**src/rtl/scurve_test_control.sv**
```systemverilog
// -----------------------------------------------------------------------------
// scurve_test_control
//
// Purpose:
//   Sequencer for Microroc S-curve threshold scans. For every channel and DAC
//   step it loads the slow-control parameters, runs one S-curve point and then
//   drains the point's result FIFO into the USB data FIFO.
//
// Ports:
//   Clk, reset                 system clock, synchronous active-high reset
//   Test_Start                 start pulse (accepted only in IDLE)
//   Single_Or_64Chn            1 = scan SingleTest_Chn only, 0 = channels 0..63
//   SingleTest_Chn             channel used in single-channel mode
//   Microroc_CTest_Chn_Out     one-hot CTest enable of the channel under test
//   Microroc_10bit_DAC_Out     current threshold DAC code
//   SC_Param_Load              pulse: load slow-control parameters
//   Microroc_Config_Done       slow-control load finished
//   Single_Test_Start          pulse: start one S-curve point
//   Single_Test_Done           S-curve point finished
//   SCurve_Data_fifo_*         result FIFO (data valid 1 cycle after rd_en)
//   usb_data_fifo_wr_*         USB FIFO write port
//   SCurve_Test_Done           pulse: whole scan finished
//
// Optional feature:
//   SCURVE_STEP_TAG_EN  when defined, every step's drain is preceded by one
//                       USB word {chn[5:0], dac[9:0]}, written even when the
//                       result FIFO is already empty.
//
// States:
//   IDLE      | waiting for Test_Start
//   LOAD      | drive channel/DAC, pulse SC_Param_Load
//   WAIT_CFG  | wait for Microroc_Config_Done
//   START     | pulse Single_Test_Start
//   WAIT_TEST | wait for Single_Test_Done
//   CHECK     | (tag write) / issue FIFO read, or step finished
//   FETCH     | FIFO read latency
//   WRITE     | forward FIFO word to USB FIFO
//   NEXT      | advance DAC, channel, or finish
//   DONE      | pulse SCurve_Test_Done, clear channel/DAC outputs
// -----------------------------------------------------------------------------
module scurve_test_control #(
  parameter logic [9:0] DAC_START = 10'd0,
  parameter logic [9:0] DAC_END   = 10'd1023,
  parameter logic [9:0] DAC_STEP  = 10'd1
) (
  input  logic        Clk,
  input  logic        reset,
  input  logic        Test_Start,
  input  logic        Single_Or_64Chn,
  input  logic [5:0]  SingleTest_Chn,
  output logic [63:0] Microroc_CTest_Chn_Out,
  output logic [9:0]  Microroc_10bit_DAC_Out,
  output logic        SC_Param_Load,
  input  logic        Microroc_Config_Done,
  output logic        Single_Test_Start,
  input  logic        Single_Test_Done,
  input  logic        SCurve_Data_fifo_empty,
  input  logic [15:0] SCurve_Data_fifo_din,
  output logic        SCurve_Data_fifo_rd_en,
  output logic [15:0] usb_data_fifo_wr_din,
  output logic        usb_data_fifo_wr_en,
  output logic        SCurve_Test_Done
);

  typedef enum logic [3:0] {
    S_IDLE,
    S_LOAD,
    S_WAIT_CFG,
    S_START,
    S_WAIT_TEST,
    S_CHECK,
    S_FETCH,
    S_WRITE,
    S_NEXT,
    S_DONE
  } state_t;

  state_t      state;
  state_t      state_nxt;

  logic        single_mode;
  logic [5:0]  chn;
  logic [9:0]  dac;

  // 11-bit sum so the end-of-range test cannot be fooled by a 10-bit wrap
  logic [10:0] dac_sum;
  logic        step_last;
  logic        scan_last;
  logic        tag_pending;

  assign dac_sum   = {1'b0, dac} + {1'b0, DAC_STEP};
  assign step_last = (dac_sum > {1'b0, DAC_END});
  assign scan_last = single_mode || (chn == 6'd63);

`ifdef SCURVE_STEP_TAG_EN
  logic tag_done;
  assign tag_pending = ~tag_done;
`else
  assign tag_pending = 1'b0;
`endif

  always_ff @(posedge Clk) begin
    if (reset) state <= S_IDLE;
    else       state <= state_nxt;
  end

  always_comb begin
    state_nxt = state;
    case (state)
      S_IDLE:      if (Test_Start) state_nxt = S_LOAD;
      S_LOAD:      state_nxt = S_WAIT_CFG;
      S_WAIT_CFG:  if (Microroc_Config_Done) state_nxt = S_START;
      S_START:     state_nxt = S_WAIT_TEST;
      S_WAIT_TEST: if (Single_Test_Done) state_nxt = S_CHECK;
      S_CHECK: begin
        // the tag write re-enters CHECK so the empty flag is re-evaluated
        if (tag_pending)                  state_nxt = S_CHECK;
        else if (!SCurve_Data_fifo_empty) state_nxt = S_FETCH;
        else                              state_nxt = S_NEXT;
      end
      S_FETCH:     state_nxt = S_WRITE;
      S_WRITE:     state_nxt = S_CHECK;
      S_NEXT:      state_nxt = (step_last && scan_last) ? S_DONE : S_LOAD;
      S_DONE:      state_nxt = S_IDLE;
      default:     state_nxt = S_IDLE;
    endcase
  end

  // Outputs are registered from the current state, so each strobe appears the
  // cycle after its state and is exactly one cycle wide.
  always_ff @(posedge Clk) begin
    if (reset) begin
      single_mode            <= 1'b0;
      chn                    <= 6'd0;
      dac                    <= 10'd0;
      Microroc_CTest_Chn_Out <= 64'd0;
      Microroc_10bit_DAC_Out <= 10'd0;
      SC_Param_Load          <= 1'b0;
      Single_Test_Start      <= 1'b0;
      SCurve_Data_fifo_rd_en <= 1'b0;
      usb_data_fifo_wr_din   <= 16'd0;
      usb_data_fifo_wr_en    <= 1'b0;
      SCurve_Test_Done       <= 1'b0;
`ifdef SCURVE_STEP_TAG_EN
      tag_done               <= 1'b0;
`endif
    end else begin
      SC_Param_Load          <= 1'b0;
      Single_Test_Start      <= 1'b0;
      SCurve_Data_fifo_rd_en <= 1'b0;
      usb_data_fifo_wr_en    <= 1'b0;
      SCurve_Test_Done       <= 1'b0;
      case (state)
        S_IDLE: begin
          if (Test_Start) begin
            single_mode <= Single_Or_64Chn;
            chn         <= Single_Or_64Chn ? SingleTest_Chn : 6'd0;
            dac         <= DAC_START;
          end
        end
        S_LOAD: begin
          Microroc_CTest_Chn_Out <= 64'd1 << chn;
          Microroc_10bit_DAC_Out <= dac;
          SC_Param_Load          <= 1'b1;
`ifdef SCURVE_STEP_TAG_EN
          tag_done               <= 1'b0;
`endif
        end
        S_START: Single_Test_Start <= 1'b1;
        S_CHECK: begin
          if (tag_pending) begin
            usb_data_fifo_wr_din <= {chn, dac};
            usb_data_fifo_wr_en  <= 1'b1;
`ifdef SCURVE_STEP_TAG_EN
            tag_done             <= 1'b1;
`endif
          end else if (!SCurve_Data_fifo_empty) begin
            SCurve_Data_fifo_rd_en <= 1'b1;
          end
        end
        S_WRITE: begin
          usb_data_fifo_wr_din <= SCurve_Data_fifo_din;
          usb_data_fifo_wr_en  <= 1'b1;
        end
        S_NEXT: begin
          if (step_last) begin
            if (!scan_last) begin
              chn <= chn + 6'd1;
              dac <= DAC_START;
            end
          end else begin
            dac <= dac_sum[9:0];
          end
        end
        S_DONE: begin
          Microroc_CTest_Chn_Out <= 64'd0;
          Microroc_10bit_DAC_Out <= 10'd0;
          SCurve_Test_Done       <= 1'b1;
        end
        default: ;
      endcase
    end
  end

endmodule

```
**config.mk**
```make
export PLATFORM = sky130hd
export DESIGN_NAME = scurve_test_control
export DESIGN_NICKNAME = d
export VERILOG_FILES = /design/src/rtl/scurve_test_control.sv
export SDC_FILE = /design/constraint.sdc
export NUM_CORES = 1
export LEC_CHECK = 0
export ABC_AREA = 1
export CELL_PAD_IN_SITES_DETAIL_PLACEMENT = 0
export CELL_PAD_IN_SITES_GLOBAL_PLACEMENT = 2
export CORE_AREA = 2 2 135 137
export CTS_BUF_LIST = sky130_fd_sc_hd__clkbuf_2
export DETAILED_ROUTE_END_ITERATION = 8
export DIE_AREA = 0 0 137 139
export PLACE_DENSITY = 0.9
export SLEW_MARGIN = 20
export SYNTH_ARGS = -nofsm -noshare
export SYNTH_HDL_FRONTEND = slang
export SYNTH_SLANG_ARGS = --single-unit
```
**constraint.sdc**
```tcl
create_clock -name Clk -period 2.4 [get_ports Clk]
set_input_delay 0.36 -clock Clk [delete_from_list [all_inputs] [get_ports Clk]]
set_output_delay 0.36 -clock Clk [all_outputs]
set_load 0.01 [all_outputs]
```
==> report_table.html <==
<table>
<tr><th>Metric</th><th>Value</th></tr>
<tr><th colspan="2">Final layout</th></tr>
<tr><td>Final Net Count</td><td>827</td></tr>
<tr><td>Area growth syn-to-layout</td><td>35.6%</td></tr>
<tr><td>Ant diodes</td><td>0</td></tr>
<tr><td>Fraction of layout cells with a size suffix above 1</td><td>0.0722</td></tr>
<tr><td>Final core utilization</td><td>0.372</td></tr>
<tr><td>Final cell count without fillers</td><td>1032</td></tr>
<tr><th colspan="2">Worst setup path</th></tr>
<tr><td>Crit path cell chain</td><td>inv_1, ha_1, inv_1, nand2_1, nor2_1, nand3_1, nor2_2, nand3_2, nand3_2, nand2_1, inv_2, nor2_1, nor2_1</td></tr>
<tr><td>Standard cell with the maximum stage delay on the critical path</td><td>dfxtp_1</td></tr>
<tr><td>Worst Path Buf+Inv</td><td>3</td></tr>
<tr><td>Worst endpoint data arrival time</td><td>2730 ps</td></tr>
<tr><td>Crit-path max cell delay</td><td>470 ps</td></tr>
<tr><td>CP Launch Type</td><td>flip-flop</td></tr>
<tr><td>Required time reported for the critical path endpoint</td><td>3010 ps</td></tr>
<tr><td>Library cell appearing most often on the critical path</td><td>nor2_1</td></tr>
<tr><td>CP Capture Type</td><td>flip-flop</td></tr>
<tr><td>WS Path Type</td><td>reg -&gt; reg</td></tr>
<tr><td>Worst path top cell family by delay</td><td>simple AND/OR/NAND/NOR gates</td></tr>
<tr><td>Largest fanout on the critical path</td><td>15</td></tr>
<tr><th colspan="2">Power</th></tr>
<tr><td>Power density over the cells</td><td>881 mW/mm^2</td></tr>
<tr><td>Leakage</td><td>2.53 nW</td></tr>
<tr><td>IR drop worst, VDD</td><td>0.429 mV</td></tr>
<tr><th colspan="2">Global routing</th></tr>
<tr><td>Largest net degree at the start of global routing</td><td>67</td></tr>
<tr><td>First-pass GRT wire length</td><td>23.5 mm</td></tr>
<tr><td>Number of antenna violations at the first check in global routing</td><td>0</td></tr>
<tr><td>Via count of the first global-routing pass</td><td>4604</td></tr>
<tr><td>Total congestion overflow after global routing</td><td>0</td></tr>
<tr><td>GRT Total Usage</td><td>0.156</td></tr>
<tr><th colspan="2">Routing</th></tr>
<tr><td>Detailed-route DRC error count</td><td>0</td></tr>
<tr><td>Routed wire per std cell</td><td>13.8 um</td></tr>
<tr><td>Vias after detailed routing</td><td>4667</td></tr>
<tr><td>Detailed router's first-iteration violation count</td><td>283</td></tr>
<tr><td>Number of iterations in the first detailed-routing pass</td><td>5</td></tr>
<tr><td>Post-detailed-routing wire length</td><td>14.3 mm</td></tr>
<tr><td>Mean number of vias per cell</td><td>4.52</td></tr>
<tr><td>Routed Antenna Nets</td><td>0</td></tr>
<tr><th colspan="2">Outcome</th></tr>
<tr><td>Result of the run</td><td>complete, no violations</td></tr>
<tr><th colspan="2">Logic synthesis</th></tr>
<tr><td>Post-Synthesis Mean Instance Area</td><td>7.26 um^2</td></tr>
<tr><td>Combined area of all synthesized cells</td><td>0.00485 mm^2</td></tr>
<tr><td>Yosys reg bits</td><td>116</td></tr>
<tr><td>Fraction of the yosys area taken by sequential cells</td><td>0.479</td></tr>
<tr><td>Number of different library cells in the post-synthesis netlist</td><td>27</td></tr>
<tr><td>Synthesis Warnings</td><td>0</td></tr>
<tr><td>Synthesized net count</td><td>705</td></tr>
<tr><td>Post-synthesis instance total</td><td>668</td></tr>
<tr><th colspan="2">Floorplan</th></tr>
<tr><td>Area enclosed by the die boundary</td><td>0.0190 mm^2</td></tr>
<tr><td>Standard cell core area</td><td>0.0177 mm^2</td></tr>
<tr><td>Die Height</td><td>139 um</td></tr>
<tr><td>Starting density of the core</td><td>0.275</td></tr>
<tr><td>Die span in x</td><td>137 um</td></tr>
<tr><td>Site row count</td><td>49</td></tr>
<tr><td>Ports</td><td>124</td></tr>
<tr><th colspan="2">Clock tree</th></tr>
<tr><td>Number of setup buffers added after CTS</td><td>0</td></tr>
<tr><td>Library cell used as clock root buffer</td><td>clkbuf_2</td></tr>
<tr><td>H-tree Lvls</td><td>4</td></tr>
<tr><td>Hold-fix buffer count after cts</td><td>1</td></tr>
<tr><td>TritonCTS clock tree</td><td>done</td></tr>
<tr><td>Post-cts resize count</td><td>0</td></tr>
<tr><td>Latest clock arrival within the worst-skew pair</td><td>660 ps</td></tr>
<tr><td>Clk sink count</td><td>116</td></tr>
<tr><td>TritonCTS Buffers</td><td>17</td></tr>
<tr><td>Number of buffers between clock root and the deepest sink</td><td>2</td></tr>
<tr><td>Clock slew at reported path FFs</td><td>180 ps</td></tr>
<tr><th colspan="2">Timing</th></tr>
<tr><td>Final setup violation count</td><td>0</td></tr>
<tr><td>Setup repair after global routing missed its margin</td><td>false</td></tr>
<tr><td>Period utilization</td><td>0.886</td></tr>
<tr><td>Worst setup skew after layout</td><td>29.2 ps</td></tr>
<tr><td>Headroom to the max-slew limit</td><td>0.491</td></tr>
<tr><td>Final Hold Vio Count</td><td>0</td></tr>
<tr><td>Setup TNS</td><td>0 ps</td></tr>
<tr><td>Total count of max-transition violations in the final report</td><td>0</td></tr>
<tr><td>Peak clock frequency supported by timing</td><td>0.470 GHz</td></tr>
<tr><td>Actual slew at the worst max-slew pin</td><td>762 ps</td></tr>
<tr><td>Final worst path period need</td><td>2130 ps</td></tr>
<tr><th colspan="2">Place</th></tr>
<tr><td>Last weighted congestion value of the routability-driven placer</td><td>0.781</td></tr>
<tr><td>Count of port buffers added during placement</td><td>123</td></tr>
<tr><td>Number of cells in the design after placement</td><td>999</td></tr>
<tr><td>Final HPWL from detailed placement</td><td>9.99 mm</td></tr>
<tr><th colspan="2">Run</th></tr>
<tr><td>Total of max-cap violations</td><td>0</td></tr>
<tr><th colspan="2">Hold path</th></tr>
<tr><td>Hold crit path type</td><td>in -&gt; reg</td></tr>
</table>
-- through the flow --
step | total power, W | cell area [um^2] | setup WS, ps | hold slack (ps)
2_1_floorplan | 0.00377 | 4850 | 558 | 439
6_report | 0.00579 | 6570 | 274 | 265
3_3_place_gp | 0.00449 | 6310 | 347 | 450
4_1_cts | 0.00589 | 6570 | 250 | 170
3_5_place_dp | 0.00450 | 6310 | 287 | 457
5_1_grt | 0.00629 | 6570 | 22.6 | 152
-- per-layer routing --
metal,global-route usage,routed length [um],vias up
met5,0,0,-
met4,0.0347,54,0
met3,0.0577,1150,4
met2,0.247,6420,150
met1,0.203,6620,2100
li1,-,-,2413
-- tightest hold or removal path, delay by kind of cell --
kind | cells | cell delay [ps]
buf+inv | 1 | 400
simple gates | 2 | 150
-- sequential cells by signal (all words and copies together) (netlist names), 4 cells and up --
signal	flops
Microroc_CTest_Chn_Out	64
usb_data_fifo_wr_din	16
Microroc_10bit_DAC_Out	10
dac	10
chn	6
state	4
-- synthesized netlist by cell type --
cell type  number  area [um^2]
nor2_2          3         18.8
buf_1           4         15.0
buf_2           7         35.0
buf_4           1         7.51
nand4_1         5         31.3
o21ai_0        39          195
a31oi_1         1         6.26
nand3b_1        4         30.0
buf_6           1         11.3
a21oi_1        41          205
nand3_1        27          135
nand2_4         1         11.3
clkbuf_1       20         75.1
nor2_1        143          537
inv_2           3         11.3
nand2_8         1         20.0
nor3_1         21          105
nand2_1       144          541
nand2_2         1         6.26
o21ai_1         2         10.0
nand3_2         3         30.0
clkinv_1        1         3.75
ha_1            8          100
a22oi_1        30          225
dfxtp_1       116         2320
o221ai_1        1         8.76
inv_1          40          150
-- placed cells by master (no fill, tap or decap), drive strengths merged, types with 19 or more instances in the layout --
cell	Yosys	routed
o21ai	41	41
a21oi	41	41
inv	43	45
nand3	30	30
a22oi	30	30
nor2	146	146
nand2	147	147
clkbuf	20	19
dfxtp	116	116
clkdlybuf4s50	0	122
nor3	21	21
-- kinds of logic after synthesis --
| logic type | after synthesis | synth area share |
|---|---|---|
| AOI/OAI and AO/OA | 114 | 0.134 |
| DFF | 116 | 0.479 |
| buffers and inverters | 77 | 0.0638 |
| adders and majority gates | 8 | 0.0207 |
| and+or+nand+nor | 353 | 0.302 |
-- area by class of cell --
cell class / count / area, um^2
fillers: 1963 / 11100
inverters: 44 / 165
well taps: 229 / 287
clock inverters: 13 / 158
clock buffers: 19 / 95.1
repair buffers: 136 / 1330
flip-flops and latches: 116 / 2320
multi-input cells: 475 / 2220
-- final timing paths --
path	startpoint	endpoint	slack (ps)	cells after the start
worst max-delay path	dac[0]	chn[2]	270	13
worst min-delay path	SCurve_Data_fifo_din[12]	usb_data_fifo_wr_din[12]	270	3
worst max register to register	dac[0]	chn[2]	270	13
worst min register to register	Microroc_CTest_Chn_Out[24]	Microroc_CTest_Chn_Out[24]	480	2
-- power breakdown --
group | total (W) | switching [W] | internal (W)
sequential | 0.00239 | 0.000217 | 0.00218
combinational | 0.00203 | 0.00135 | 0.000679
clock | 0.00137 | 0.000779 | 0.000587
total | 0.00579 | 0.00235 | 0.00344
(Power assumes the default switching activity.)
==> RTL edit: new RTL, same settings <==
Add a define of `SCURVE_STEP_TAG_EN`.
--- a/src/rtl/scurve_test_control.sv
+++ b/src/rtl/scurve_test_control.sv
@@ -40,2 +40,4 @@
 // -----------------------------------------------------------------------------
+`define SCURVE_STEP_TAG_EN
+
 module scurve_test_control #(
Behaviour: not the same (Yosys sat finds a counterexample within 10 cycles, from zero or initial values and one cycle with reset high).
==> RTL edit against the original RTL <==
Worst hold slack got worse by 0.055 ns. Clock skew down 0.0050 ns. Critical path depth stayed put. Final cell count about the same. Synthesized area increased by 2.4%. Cell area rose by 3.2%. Sequential cell count is 1 higher. Wire length up 8.9%. Setup slack improved by 0.029 ns. Core utilization is 1.2 points higher. Count of clock-buffer cells in the layout shrank 2. Largest cell class unchanged.
Power is not compared: it rests on default switching activity, and its combinational part moved more than twofold at a synthesized area within 25%.
==> RTL edit: results (changes against the original RTL) <==
metric,value,unit,change
outcome,completed,,
CP max stage cell,dfxtp_2,,
register area share after synthesis,47.2,%,-0.73 points
Yosys warning total,0,,unchanged
number of global-route vias before repair,4618,,+0.30%
first-pass GRT wire length,24600,um,+4.7%
total track usage,16.5,%,+0.84 points
R2R Setup Slk,0.30,ns,+0.03 ns
GR Util met1,22.9,%,+2.6 points
per-cell routed wire length,15.1,um,+9.0%
relative slew slack,48.7,%,-0.45 points
initial antenna violation count,1,,+1
syn nets,696,,-1.3%
largest net degree at the start of global routing,71,,+6.0%
RD Place Congestion,0.858,,+9.9%
drt initial violations,328,,+16%
Critical Path End,dac[2],,
final period demand of the worst path,2.10,ns,-0.0287 ns
fill count,1882,,-4.1%
wire length on met1,7430,um,+12%
DP Area,6460,sq um,+2.4%
Final nets,825,,-0.24%
slowest cell delay on critical path,0.45,ns,-0.02 ns
routed wl met3,863,um,-25%
share of cells above drive strength 1,9.99,%,+2.8 points
synthesized area per cell,7.53,sq um,+3.8%
Synth cell types,32,,+19%
final wirelength,15500,um,+8.9%
GRT met2 Usage,24.9,%,+0.21 points
Crit. Startpoint,dac[1],,
Vias/cell,4.71,,+4.1%
Worst Hold End,usb_data_fifo_wr_din[4],,
top post-synthesis cells by area,"dfxtp_1 47%, nand2_1 11%, nor2_1 6.1%",,
Hold Crit Start,SCurve_Data_fifo_din[4],,
hpwl dp,10600,um,+6.3%
latest clock arrival within the worst-skew pair,0.70,ns,+0.04 ns
Worst-path clk slew,0.22,ns,+0.04 ns
Synth top cells by count,"139 x nand2_1, 117 x dfxtp_1, 81 x nor2_1",,
Fin Hold WS,0.211,ns,-0.0546 ns
Critical Path Fanout Max,7,,-8
DR WL met2,7000,um,+9.0%
-- RTL edit: cells by family after synthesis --
| kind of cell | Yosys count | synth area share (%) |
|---|---|---|
| compound gates | 156 | 18.1 |
| xor+xnor | 4 | 0.706 |
| fa+ha+maj | 8 | 2.02 |
| buf+inv | 79 | 6.45 |
| flops | 117 | 47.2 |
| simple gates | 295 | 25.6 |
-- RTL edit: where the power goes --
| group | internal [W] | switching [W] | leakage [nW] |
|---|---|---|---|
| logic | 0.000310 | 0.000565 | 1.31 |
| registers | 0.00203 | 0.0000841 | 0.947 |
| clock network | 0.000428 | 0.000920 | 0.152 |
| total | 0.00277 | 0.00157 | 2.41 |
-- RTL edit: final cells by class --
type                    instances  area, sq um  share of cell area, %
diodes                          1         2.50                 0.0369
clock buffers                  17         85.1                   1.26
clock inverters                15          156                   2.31
inverters                      36          135                   1.99
multi-input cells             463         2300                   34.0
flip-flops and latches        117         2340                   34.6
well taps                     229          287                   4.23
repair buffers                153         1470                   21.6
